===== config.mk =====
export PLATFORM = sky130hd
export DESIGN_NAME = load_store_unit_flat
export DESIGN_NICKNAME = d
export VERILOG_FILES = /design/src/rtl/load_store_unit_if.sv /design/src/rtl/load_store_unit.sv /design/src/flat_wrapper.sv
export SDC_FILE = /design/constraint.sdc
export NUM_CORES = 1
export LEC_CHECK = 0
export ABC_AREA = 1
export CORE_AREA = 2 2 152 124
export DETAILED_ROUTE_END_ITERATION = 7
export DIE_AREA = 0 0 154 126
export PLACE_DENSITY = 0.79
export SLEW_MARGIN = 5
export SYNTH_ARGS = -nofsm -noshare
export SYNTH_HDL_FRONTEND = slang
export SYNTH_SLANG_ARGS = --single-unit

===== constraint.sdc =====
create_clock -name clk -period 2 [get_ports clk]
set_input_delay 0.6 -clock clk [delete_from_list [all_inputs] [get_ports clk]]
set_output_delay 0.6 -clock clk [all_outputs]
set_load 0.1 [all_outputs]

===== src/rtl/load_store_unit_if.sv =====
// Request/response and data-memory signals of the load/store unit.
// The LSU connects through the slave modport; the requester and memory use master.
interface load_store_unit_if #(parameter int B_WIDTH = 32);
    logic               req_valid;
    logic               req_ready;
    logic               req_is_store;
    logic [2:0]         funct3;
    logic [B_WIDTH-1:0] base_addr;
    logic [B_WIDTH-1:0] offset;
    logic [B_WIDTH-1:0] store_data;
    logic               resp_valid;
    logic [B_WIDTH-1:0] load_data;
    logic               misaligned;
    logic               illegal;
    logic [B_WIDTH-1:0] mem_addr;
    logic               mem_read_en;
    logic               mem_write_en;
    logic [3:0]         write_byte_en;
    logic [B_WIDTH-1:0] mem_wdata;
    logic [B_WIDTH-1:0] mem_rdata;

    modport slave (
        input  req_valid, req_is_store, funct3, base_addr, offset, store_data, mem_rdata,
        output req_ready, resp_valid, load_data, misaligned, illegal,
               mem_addr, mem_read_en, mem_write_en, write_byte_en, mem_wdata
    );

    modport master (
        output req_valid, req_is_store, funct3, base_addr, offset, store_data, mem_rdata,
        input  req_ready, resp_valid, load_data, misaligned, illegal,
               mem_addr, mem_read_en, mem_write_en, write_byte_en, mem_wdata
    );
endinterface


===== src/rtl/load_store_unit.sv =====
// RV32I load/store unit: one request at a time, word-indexed data memory with
// byte lanes, alignment and funct3 checking, sign/zero extension of loads.
module load_store_unit #(
    parameter int B_WIDTH = 32
) (
    input  logic            clk,
    input  logic            rst,
    load_store_unit_if.slave bus
);
    typedef enum logic [2:0] {IDLE, RD_ISSUE, RD_CAPTURE, WR, RESP} state_t;

    state_t             r_state, w_next;
    logic [B_WIDTH-1:0] r_ea, r_sd, r_load_data;
    logic [2:0]         r_f3;
    logic               r_mis, r_ill;

    logic [B_WIDTH-1:0] w_ea, w_lane, w_ext;
    logic               w_accept, w_ill, w_mis;

    assign w_accept = bus.req_valid && (r_state == IDLE);
    assign w_ea     = bus.base_addr + bus.offset;

    // Illegal wins over misaligned so at most one fault flag is ever raised.
    always_comb begin
        if (bus.req_is_store)
            w_ill = (bus.funct3 == 3'b011) || bus.funct3[2];
        else
            w_ill = (bus.funct3 == 3'b011) || (bus.funct3 == 3'b110) || (bus.funct3 == 3'b111);
        w_mis = !w_ill && (((bus.funct3[1:0] == 2'b01) && w_ea[0]) ||
                           ((bus.funct3[1:0] == 2'b10) && (w_ea[1:0] != 2'b00)));
    end

    assign w_lane = bus.mem_rdata >> {r_ea[1:0], 3'b000};

    always_comb begin
        case (r_f3)
            3'b000:  w_ext = {{24{w_lane[7]}}, w_lane[7:0]};
            3'b001:  w_ext = {{16{w_lane[15]}}, w_lane[15:0]};
            3'b100:  w_ext = {24'd0, w_lane[7:0]};
            3'b101:  w_ext = {16'd0, w_lane[15:0]};
            default: w_ext = w_lane;
        endcase
    end

    always_ff @(posedge clk) begin
        if (rst) begin
            r_state     <= IDLE;
            r_ea        <= '0;
            r_sd        <= '0;
            r_f3        <= '0;
            r_mis       <= 1'b0;
            r_ill       <= 1'b0;
            r_load_data <= '0;
        end else begin
            r_state <= w_next;
            if (w_accept) begin
                r_ea  <= w_ea;
                r_sd  <= bus.store_data;
                r_f3  <= bus.funct3;
                r_mis <= w_mis;
                r_ill <= w_ill;
            end
            if (r_state == RD_CAPTURE)
                r_load_data <= w_ext;
        end
    end

    always_comb begin
        w_next            = r_state;
        bus.req_ready     = 1'b0;
        bus.resp_valid    = 1'b0;
        bus.misaligned    = 1'b0;
        bus.illegal       = 1'b0;
        bus.mem_read_en   = 1'b0;
        bus.mem_write_en  = 1'b0;
        bus.write_byte_en = 4'b0000;
        bus.mem_wdata     = '0;
        case (r_state)
            IDLE: begin
                bus.req_ready = 1'b1;
                if (w_accept) begin
                    if (w_ill || w_mis)        w_next = RESP;
                    else if (bus.req_is_store) w_next = WR;
                    else                       w_next = RD_ISSUE;
                end
            end
            RD_ISSUE: begin
                bus.mem_read_en = 1'b1;
                w_next          = RD_CAPTURE;
            end
            RD_CAPTURE: begin
                bus.mem_read_en = 1'b1;
                w_next          = RESP;
            end
            WR: begin
                bus.mem_write_en = 1'b1;
                case (r_f3[1:0])
                    2'b00: begin
                        bus.write_byte_en = 4'b0001 << r_ea[1:0];
                        bus.mem_wdata     = {4{r_sd[7:0]}};
                    end
                    2'b01: begin
                        bus.write_byte_en = 4'b0011 << r_ea[1:0];
                        bus.mem_wdata     = {2{r_sd[15:0]}};
                    end
                    default: begin
                        bus.write_byte_en = 4'b1111;
                        bus.mem_wdata     = r_sd;
                    end
                endcase
                w_next = RESP;
            end
            RESP: begin
                bus.resp_valid = 1'b1;
                bus.misaligned = r_mis;
                bus.illegal    = r_ill;
                w_next         = IDLE;
            end
            default: w_next = IDLE;
        endcase
    end

    assign bus.load_data = r_load_data;
    assign bus.mem_addr  = {2'b00, r_ea[B_WIDTH-1:2]};
endmodule


===== src/flat_wrapper.sv =====
// flat-port wrapper written by rule: the top's interface ports become plain ports
module load_store_unit_flat 
#(
    parameter int B_WIDTH = 32
)
  (clk, rst, bus_req_valid, bus_req_is_store, bus_funct3, bus_base_addr, bus_offset, bus_store_data, bus_mem_rdata, bus_req_ready, bus_resp_valid, bus_load_data, bus_misaligned, bus_illegal, bus_mem_addr, bus_mem_read_en, bus_mem_write_en, bus_write_byte_en, bus_mem_wdata);
  load_store_unit_if #(.B_WIDTH(B_WIDTH)) bus_i ();
  input  logic clk;
  input  logic rst;
  input wire logic [$bits(bus_i.req_valid)-1:0] bus_req_valid;
  input wire logic [$bits(bus_i.req_is_store)-1:0] bus_req_is_store;
  input wire logic [$bits(bus_i.funct3)-1:0] bus_funct3;
  input wire logic [$bits(bus_i.base_addr)-1:0] bus_base_addr;
  input wire logic [$bits(bus_i.offset)-1:0] bus_offset;
  input wire logic [$bits(bus_i.store_data)-1:0] bus_store_data;
  input wire logic [$bits(bus_i.mem_rdata)-1:0] bus_mem_rdata;
  output wire logic [$bits(bus_i.req_ready)-1:0] bus_req_ready;
  output wire logic [$bits(bus_i.resp_valid)-1:0] bus_resp_valid;
  output wire logic [$bits(bus_i.load_data)-1:0] bus_load_data;
  output wire logic [$bits(bus_i.misaligned)-1:0] bus_misaligned;
  output wire logic [$bits(bus_i.illegal)-1:0] bus_illegal;
  output wire logic [$bits(bus_i.mem_addr)-1:0] bus_mem_addr;
  output wire logic [$bits(bus_i.mem_read_en)-1:0] bus_mem_read_en;
  output wire logic [$bits(bus_i.mem_write_en)-1:0] bus_mem_write_en;
  output wire logic [$bits(bus_i.write_byte_en)-1:0] bus_write_byte_en;
  output wire logic [$bits(bus_i.mem_wdata)-1:0] bus_mem_wdata;
  assign bus_i.req_valid = bus_req_valid;
  assign bus_i.req_is_store = bus_req_is_store;
  assign bus_i.funct3 = bus_funct3;
  assign bus_i.base_addr = bus_base_addr;
  assign bus_i.offset = bus_offset;
  assign bus_i.store_data = bus_store_data;
  assign bus_i.mem_rdata = bus_mem_rdata;
  assign bus_req_ready = bus_i.req_ready;
  assign bus_resp_valid = bus_i.resp_valid;
  assign bus_load_data = bus_i.load_data;
  assign bus_misaligned = bus_i.misaligned;
  assign bus_illegal = bus_i.illegal;
  assign bus_mem_addr = bus_i.mem_addr;
  assign bus_mem_read_en = bus_i.mem_read_en;
  assign bus_mem_write_en = bus_i.mem_write_en;
  assign bus_write_byte_en = bus_i.write_byte_en;
  assign bus_mem_wdata = bus_i.mem_wdata;
  load_store_unit #(.B_WIDTH(B_WIDTH)) u_core (.clk(clk), .rst(rst), .bus(bus_i));
endmodule

==> results of run 1 <==
## sequential cells by signal, summed over array words and instances (netlist names)
name / flops
u_core.r_ill: 1
u_core.r_f3: 3
u_core.r_ea: 32
u_core.r_sd: 32
u_core.r_mis: 1
u_core.bus.load_data: 32
u_core.r_state: 3
## power breakdown
group	total, mW	switching (mW)	internal, mW
combinational	4.34	2.66	1.67
clock	1.95	0.914	1.04
sequential	2.51	0.209	2.30
## what timing repair did
| action | in CTS | in global routing |
|---|---|---|
| setup endpoints to repair | 71 | 76 |
| buffers inserted | 15 | 11 |
| pin swaps | 44 | 50 |
| gates resized for setup | 173 | 123 |
## cell type report
type / count / area share [%]
clock buffer: 10 / 1.762
clock inverter: 6 / 0.5997
inverter: 235 / 6.818
multi-input combinational: 810 / 39.90
sequential: 104 / 15.42
tap: 230 / 2.122
timing repair buffer: 353 / 33.38
## metal layers
| layer | GRT usage (%) | vias up | share of wire, % |
|---|---|---|---|
| met4 | 9.181 | 0 | 3.6 |
| li1 | - | 4383 | - |
| met1 | 35.65 | 4200 | 40 |
| met5 | 0 | - | 0 |
| met2 | 48.19 | 458 | 48 |
| met3 | 6.607 | 85 | 9.2 |
## path summary, 6_finish.rpt
check                            startpoint                                    end  cells past startpoint
max          u_core.r_state[0]$_SDFFE_PP0P_                      bus_mem_wdata[24]                      7
min            u_core.r_sd[26]$_SDFFE_PP0P_           u_core.r_sd[26]$_SDFFE_PP0P_                      2
max reg2reg     u_core.r_ea[1]$_SDFFE_PP0P_  u_core.bus.load_data[19]$_SDFFE_PP0P_                      8
min reg2reg    u_core.r_sd[26]$_SDFFE_PP0P_           u_core.r_sd[26]$_SDFFE_PP0P_                      2
## worst min-delay path, delay by kind of cell (launching register included)
kind / cells / cell delay (ns)
compound gates: 1 / 0.07
flops: 1 / 0.30
buf+inv: 1 / 0.10
## Yosys cell counts (17+ instances only)
| cell | instances | area share, % |
|---|---|---|
| dfxtp_1 | 104 | 27 |
| buf_4 | 34 | 3.4 |
| clkbuf_1 | 20 | 0.99 |
| inv_1 | 232 | 11 |
| buf_2 | 22 | 1.4 |
| o21bai_1 | 17 | 1.7 |
| o21ai_0 | 82 | 5.4 |
| a21oi_1 | 66 | 4.3 |
| o211ai_1 | 31 | 3.1 |
| nor2_1 | 132 | 6.5 |
| nand3_1 | 59 | 3.9 |
| nand2_1 | 299 | 15 |
| ha_1 | 31 | 5.1 |
## cell families (layout without fill, tap and decap cells)
kind of cell	Yosys count	in the layout	share of synthesized area [%]
adders and majority gates	32	32	5.359
AOI/OAI and AO/OA	237	237	18.77
xor gates and xnor gates	14	14	1.611
DFF	104	104	27.35
other	1	2	0.04927
muxes	7	7	0.9206
and+or+nand+nor	518	518	27.91
buffers and inverters	315	604	18.02
## metrics by stage
step / instance area (um^2) / utilization [%] / power (mW) / setup TNS, ns / hold slack (ns)
after floorplan: 8028 / - / 4.962 / -12.39 / 0.4443
after global placement: 12030 / 67.25 / 6.333 / -20.52 / 0.4606
after detailed placement: 12030 / 67.25 / 6.390 / -22.99 / 0.4689
after CTS: 13110 / 73.27 / 8.585 / -10.63 / 0.4793
after global routing: 13560 / 75.80 / 9.178 / -13.13 / 0.5414
final: 13560 / 75.80 / 8.798 / -10.57 / 0.5148
==> flow_summary.yaml, run 1 <==
synthesis:
  synth_edf_count: 0
  syn_area_per_cell_um2: 6.198
  synth_flop_cell: "dfxtp_1"
  yosysSeqAreaShare_pct: 27.35
  syn_inst: 1228
  ys_types: 45
  synth_seq_cells: 104
  synth_area_um2: 7611
  ys_async_sr_fraction_pct: 0
  ys_warn_count: 0
setup_path:
  cp_slowest_cell: "dfxtp_2"
  cp_num_buf_inv: 4
  end_kind: "output pin"
  path_max_fanout: 6
  worstSetupStartpointType: "register"
  worstPathArrival_ns: 1.76
  reg2reg_slack_ns: 0.08
  crit_type: "register to output pin"
  worstPathRequired_ns: 1.40
  crit_family: "buffers and inverters"
  path_cells: "inv_2 -> nor3_4 -> buf_12 -> buf_12 -> o21ai_4 -> a221oi_4 -> buf_12"
  critical-path-max-stage-delay_ns: 0.34
  cp_common_cell: "buf_12"
pwr:
  cellLeakagePower_nw: 6.542
  power.density_nw_per_um2: 648.7
  vdd_ir_drop_max_mv: 0.5073
global_route:
  grt_pass1_vias: 8648
  grt_overflow: 0
  track_usage_pct: 28.36
  grt_pass1_wl_um: 44420
  grt_antenna_before_repair: 0
  grt_max_degree: 62
routing:
  vias: 9126
  dr.pass1.iters: 5
  post_drt_wl_per_cell_um: 17.21
  detail_route.iter0.violations: 769
  drc: 0
  via_per_inst: 5.221
  wl_um: 30080
  ant_nets: 0
place:
  placed_cells_incl_taps: 1710
  io_buffers: 238
  pre_cts_slack_ns: -0.6251
  routabilityCongestion: 0.9573
  post-dp-hpwl_um: 20480
timing:
  period_minus_slack_ns: 2.357
  fmax_ghz: 0.4243
  rsz0062_at_grt: "true"
  skew_ns: 0.01239
  timing.final.crit_share_pct: 117.8
  hold_viol: 0
  slew_violations: 0
  fin_ws_ns: -0.3568
  setup_viol: 44
clocking:
  htreeDepth: 3
  ctsHoldBuffers: 0
  worst_skew_pair.late_latency_ns: 0.37
  cts_sinks: 104
  clk_pin_slew_worst_paths_ns: 0.08
  cts_tree: "yes"
  root_buffer: "clkbuf_16"
  cts_buffer_depth: 2
  cts_buffers: 9
floorplanning:
  start_util_pct: 42.54
  die_area_um2: 19400
  io_pins: 241
  die_h_um: 126
  die-width_um: 154
  row_count: 44
  core_area_um2: 17890
flow_run:
  drv_cap: 0
run_status:
  run_status: "finished with violations"
  violations: "setup timing"
hold_path:
  hp-class: "register to register"
final_layout:
  most-common-layout-cells: "nand2_1 (234), inv_1 (205), buf_12 (117)"
  multi_input_area_um2: 5411
  ff_latch_area_um2: 2091
  nFillCells: 1176
  area.growth.synth_to_final_pct: 78.19
  final_cells: 1748
  fin_nets: 1680
  diodes: 0
  drive_gt1_share_pct: 32.02
  mostFrequentLayoutCell: "nand2_1"
Power figures use the tool's default switching activity.
==> inputs of run 2 (changes only) <==
CORE_AREA = 2 2 141 116   (was 2 2 152 124)
DIE_AREA = 0 0 143 118   (was 0 0 154 126)
PLACE_DENSITY = 0.86   (was 0.79)
clock period = 3.04 ns   (was 2 ns; I/O delays follow)
==> flow_summary.yaml, run 2 (synthesis gave the netlist of run 1 again) <==
final_layout:
  diodes: 0
  fin_nets: 1594
  mostFrequentLayoutCell: "nand2_1"
  drive_gt1_share_pct: 14.59
  most-common-layout-cells: "nand2_1 (299), inv_1 (230), clkdlybuf4s50_1 (134)"
  nFillCells: 1360
  utilization_pct: 69.49
  final_cells: 1647
  area.growth.synth_to_final_pct: 40.98
  multi_input_area_um2: 4303
  stdcell_area_um2: 10730
  ff_latch_area_um2: 2082
place:
  routabilityCongestion: 0.9263
  dpl-instance-area_um2: 10390
  placed_cells_incl_taps: 1628
  post-dp-hpwl_um: 19070
  io_buffers: 238
  pre_cts_slack_ns: -0.009664
setup_path:
  cp_slowest_cell: "dfxtp_1"
  reg2reg_slack_ns: 1.09
  crit_type: "register to output pin"
  worstSetupStartpointType: "register"
  worstPathRequired_ns: 2.13
  r2r_end: "u_core.bus.load_data[20]$_SDFFE_PP0P_"
  critical-path-max-stage-delay_ns: 0.38
  end_kind: "output pin"
  path_depth: 5
  path_max_fanout: 31
  cp_num_buf_inv: 3
  worstPathArrival_ns: 2.01
  r2r-start: "u_core.r_ea[0]$_SDFFE_PP0P_"
  reg2reg_depth: 10
  crit_family: "buffers and inverters"
  path_cells: "buf_8 -> nor2_1 -> buf_4 -> a221oi_2 -> buf_12"
routing:
  ant_nets: 0
  wl_um: 24170
  drc: 0
  vias: 8402
  dr.pass1.iters: 5
  detail_route.iter0.violations: 663
  post_drt_wl_per_cell_um: 14.67
  via_per_inst: 5.101
timing:
  fmax_ghz: 0.3418
  hold_viol: 0
  fin_hold_ws_ns: 0.4657
  skew_ns: 0.01186
  setup_viol: 0
  tightest_slew_ns: 0.6163
  period_minus_slack_ns: 2.925
  timing.final.crit_share_pct: 96.23
  slew_violations: 0
  setup_tns_ns: 0
  relSlewSlack_pct: 58.92
  fin_ws_ns: 0.1145
  rsz0062_at_grt: "false"
clocking:
  root_buffer: "clkbuf_16"
  cts_tree: "yes"
  clk_pin_slew_worst_paths_ns: 0.08
  cts_sinks: 104
  cts_buffer_depth: 2
  worst_skew_pair.late_latency_ns: 0.36
  ctsHoldBuffers: 0
  cts_buffers: 9
  htreeDepth: 3
global_route:
  grt_pass1_wl_um: 38420
  grt_overflow: 0
  grt_pass1_vias: 7736
  grt_max_degree: 62
  grt_antenna_before_repair: 1
  track_usage_pct: 28.23
floorplanning:
  start_util_pct: 49.29
  die_area_um2: 16870
  io_pins: 241
  die_h_um: 118
  die-width_um: 143
  core_area_um2: 15440
  row_count: 41
run_status:
  run_status: "finished clean"
hold_path:
  holdPathEnd: "u_core.r_mis$_SDFFE_PP0P_"
  hp-class: "register to register"
  min_from: "u_core.r_mis$_SDFFE_PP0P_"
  hold_depth: 2
pwr:
  cellLeakagePower_nw: 5.507
  vdd_ir_drop_max_mv: 0.3994
  p_total_mw: 4.924
  power.density_nw_per_um2: 458.9
flow_run:
  drv_cap: 0
-- run 2: power by group --
group,internal (mW),switching (mW)
combinational,0.664,1.50
sequential,1.51,0.0840
clock,0.611,0.554
total,2.78,2.14
-- run 2: layout make-up --
type | instances | area share, %
well taps | 215 | 2.507
flip-flops and latches | 104 | 19.40
clock buffers | 12 | 2.390
multi-input cells | 810 | 40.10
inverters | 235 | 8.279
clock inverters | 4 | 0.3148
repair buffers | 267 | 27.01
-- run 2: worst register-to-register path: stages, from the launching register on --
cell     delay [ns]
dfxtp_1        0.44
buf_4          0.34
o21ai_0        0.18
nor2_1         0.13
a21oi_2        0.06
nand3_2        0.06
nand2_2        0.06
inv_4          0.13
nand2_4        0.17
o21ai_0        0.22
inv_1          0.05
-- run 2: layer usage --
metal | GRT usage (%) | vias up | wire length (um)
met1 | 37.27 | 3768 | 10530
met5 | 0 | - | 0
li1 | - | 4213 | -
met3 | 6.631 | 52 | 2094
met2 | 45.16 | 369 | 10840
met4 | 9.468 | 0 | 708
-- run 2: worst max-delay path by stage --
stage                                     start                            to
global route        u_core.r_f3[1]$_SDFFE_PP0P_          bus_write_byte_en[1]
CTS                 u_core.r_f3[1]$_SDFFE_PP0P_             bus_mem_wdata[24]
finish              u_core.r_f3[1]$_SDFFE_PP0P_             bus_mem_wdata[29]
global placement               bus_base_addr[0]  u_core.r_ea[28]$_SDFFE_PP0P_
floorplan           u_core.r_f3[1]$_SDFFE_PP0P_          bus_write_byte_en[1]
detailed placement             bus_base_addr[0]  u_core.r_ea[28]$_SDFFE_PP0P_
-- run 2: timing repair --
action	4_1_cts	5_1_grt
cloned	0	0
pin swaps	1	0
setup endpoints to repair	19	12
setup buffers	1	2
resized for setup	1	7
==> inputs of run 3 (changes only) <==
CELL_PAD_IN_SITES_DETAIL_PLACEMENT = 1   (was default)
CELL_PAD_IN_SITES_GLOBAL_PLACEMENT = 2   (was default)
CORE_AREA = 2 2 195 159   (was 2 2 141 116)
DIE_AREA = 0 0 197 161   (was 0 0 143 118)
PLACE_DENSITY = 0.88   (was 0.86)
==> flow_summary.yaml, run 3 (synthesis gave the netlist of run 1 again) <==
clocking:
  cts_tree: "yes"
  clk_pin_slew_worst_paths_ns: 0.08
  cts_sinks: 104
  cts_buffer_depth: 2
  worst_skew_pair.late_latency_ns: 0.36
  htreeDepth: 3
  root_buffer: "clkbuf_16"
  cts_buffers: 9
pwr:
  cellLeakagePower_nw: 5.560
  p_total_mw: 5.058
  power.density_nw_per_um2: 458.9
  vdd_ir_drop_max_mv: 0.2491
place:
  pre_cts_slack_ns: -0.04854
  dpl-instance-area_um2: 10640
  placed_cells_incl_taps: 1803
  post-dp-hpwl_um: 24380
  routabilityCongestion: 0.8453
  io_buffers: 238
setup_path:
  worstSetupStartpointType: "register"
  critical-path-max-stage-delay_ns: 0.38
  path_depth: 7
  r2r-start: "u_core.r_state[0]$_SDFFE_PP0P_"
  crit_family: "buffers and inverters"
  path_max_fanout: 8
  crit_type: "register to output pin"
  path_cells: "inv_2 -> nor3_4 -> buf_12 -> buf_4 -> o21ai_0 -> a221oi_2 -> buf_12"
  reg2reg_slack_ns: 1.05
  r2r_end: "u_core.bus.load_data[19]$_SDFFE_PP0P_"
  cp_slowest_cell: "dfxtp_2"
  cp_common_cell: "buf_12"
  worstPathArrival_ns: 2.00
  end_kind: "output pin"
  cp_num_buf_inv: 4
  worstPathRequired_ns: 2.13
  reg2reg_depth: 9
routing:
  drc: 0
  ant_nets: 0
  via_per_inst: 4.541
  post_drt_wl_per_cell_um: 16.38
  dr.pass1.iters: 5
  wl_um: 29890
  detail_route.iter0.violations: 394
  vias: 8288
final_layout:
  stdcell_area_um2: 11020
  fin_nets: 1602
  mostFrequentLayoutCell: "nand2_1"
  drive_gt1_share_pct: 15.35
  ff_latch_area_um2: 2083
  most-common-layout-cells: "nand2_1 (299), inv_1 (228), clkdlybuf4s50_1 (134)"
  nFillCells: 3754
  final_cells: 1825
  multi_input_area_um2: 4303
  area.growth.synth_to_final_pct: 44.81
timing:
  hold_viol: 0
  timing.final.crit_share_pct: 95.65
  slew_violations: 0
  skew_ns: 0.009762
  relSlewSlack_pct: 63.26
  period_minus_slack_ns: 2.908
  setup_viol: 0
  fmax_ghz: 0.3439
  rsz0062_at_grt: "false"
  tightest_slew_ns: 0.5358
  fin_ws_ns: 0.1322
flow_run:
  drv_cap: 0
floorplanning:
  io_pins: 241
  core_area_um2: 29810
  start_util_pct: 25.53
  die-width_um: 197
  row_count: 57
  die_area_um2: 31720
  die_h_um: 161
global_route:
  grt_overflow: 0
  grt_pass1_vias: 8466
  track_usage_pct: 18.84
  grt_max_degree: 63
  grt_pass1_wl_um: 46780
  grt_antenna_before_repair: 2
hold_path:
  min_from: "u_core.r_sd[26]$_SDFFE_PP0P_"
  hold_depth: 2
  hp-class: "register to register"
  holdPathEnd: "u_core.r_sd[26]$_SDFFE_PP0P_"
run_status:
  run_status: "finished clean"
run 3: cell count changes in the layout (fill, tap and decap cells not counted), sizes merged:
| cell | before | now |
|---|---|---|
| clkinvlp | 2 | 4 |
| clkbuf | 12 | 13 |
| buf | 133 | 137 |
| diode | 0 | 2 |
| inv | 237 | 236 |
| bufinv | 0 | 1 |
| clkinv | 0 | 1 |
run 3: timing repair:
item | CTS | global route
hold buffers | 0 | 0
buffers inserted | 4 | 0
gates resized for setup | 3 | 9
hold endpoints to repair | 0 | 0
pin swaps | 1 | 0
setup endpoints to repair | 27 | 6
run 3: layer usage:
layer  GRT usage, %  routed length (um)  up-vias
met5              0                   0        -
met2          29.18               12780      187
met3          5.074                1934       21
li1               -                   -     4209
met1          26.31               14810     3871
met4          3.725                 358        0
run 3: worst max-delay path by stage:
stage,to,slack [ns],startpoint
2_1_floorplan,bus_write_byte_en[1],-0.46,u_core.r_f3[1]$_SDFFE_PP0P_
3_3_place_gp,u_core.r_ea[28]$_SDFFE_PP0P_,-0.003,bus_offset[0]
3_5_place_dp,u_core.r_ea[28]$_SDFFE_PP0P_,-0.05,bus_offset[0]
4_1_cts,bus_mem_wdata[29],0.03,u_core.r_state[1]$_SDFFE_PP0P_
5_1_grt,bus_mem_wdata[30],0.009,u_core.r_state[1]$_SDFFE_PP0P_
6_report,bus_mem_wdata[30],0.13,u_core.r_state[1]$_SDFFE_PP0P_
run 3: area by class of cell:
class | count | share of cell area, %
antenna | 2 | 0.04541
inverter | 235 | 8.060
sequential | 104 | 18.90
clock buffer | 9 | 2.043
multi-input combinational | 810 | 39.04
tap | 383 | 4.348
clock inverter | 7 | 0.7265
timing repair buffer | 275 | 26.84
run 3: per-stage QoR:
stage          util [%]  hold WS, ns   TNS (ns)
6_report          36.97       0.4751          0
5_1_grt           36.97       0.5025          0
4_1_cts           36.89       0.4813          0
3_5_place_dp      35.70       0.4690   -0.05846
3_3_place_gp      35.70       0.4575  -0.003116
2_1_floorplan         -       0.4443     -2.423
run 3: worst register-to-register path, stage by stage, from the launching register on:
cell	delay, ns
dfxtp_1	0.32
buf_4	0.15
nor2_4	0.12
nand2_1	0.15
inv_2	0.41
nand2_2	0.14
inv_4	0.15
nand2_4	0.17
o21ai_0	0.23
inv_1	0.05
run 3: report_power, final:
group          internal (mW)  switching, mW  leakage, nW
combinational          0.661           1.54         4.56
sequential              1.51         0.0921        0.857
clock                  0.651          0.604        0.142
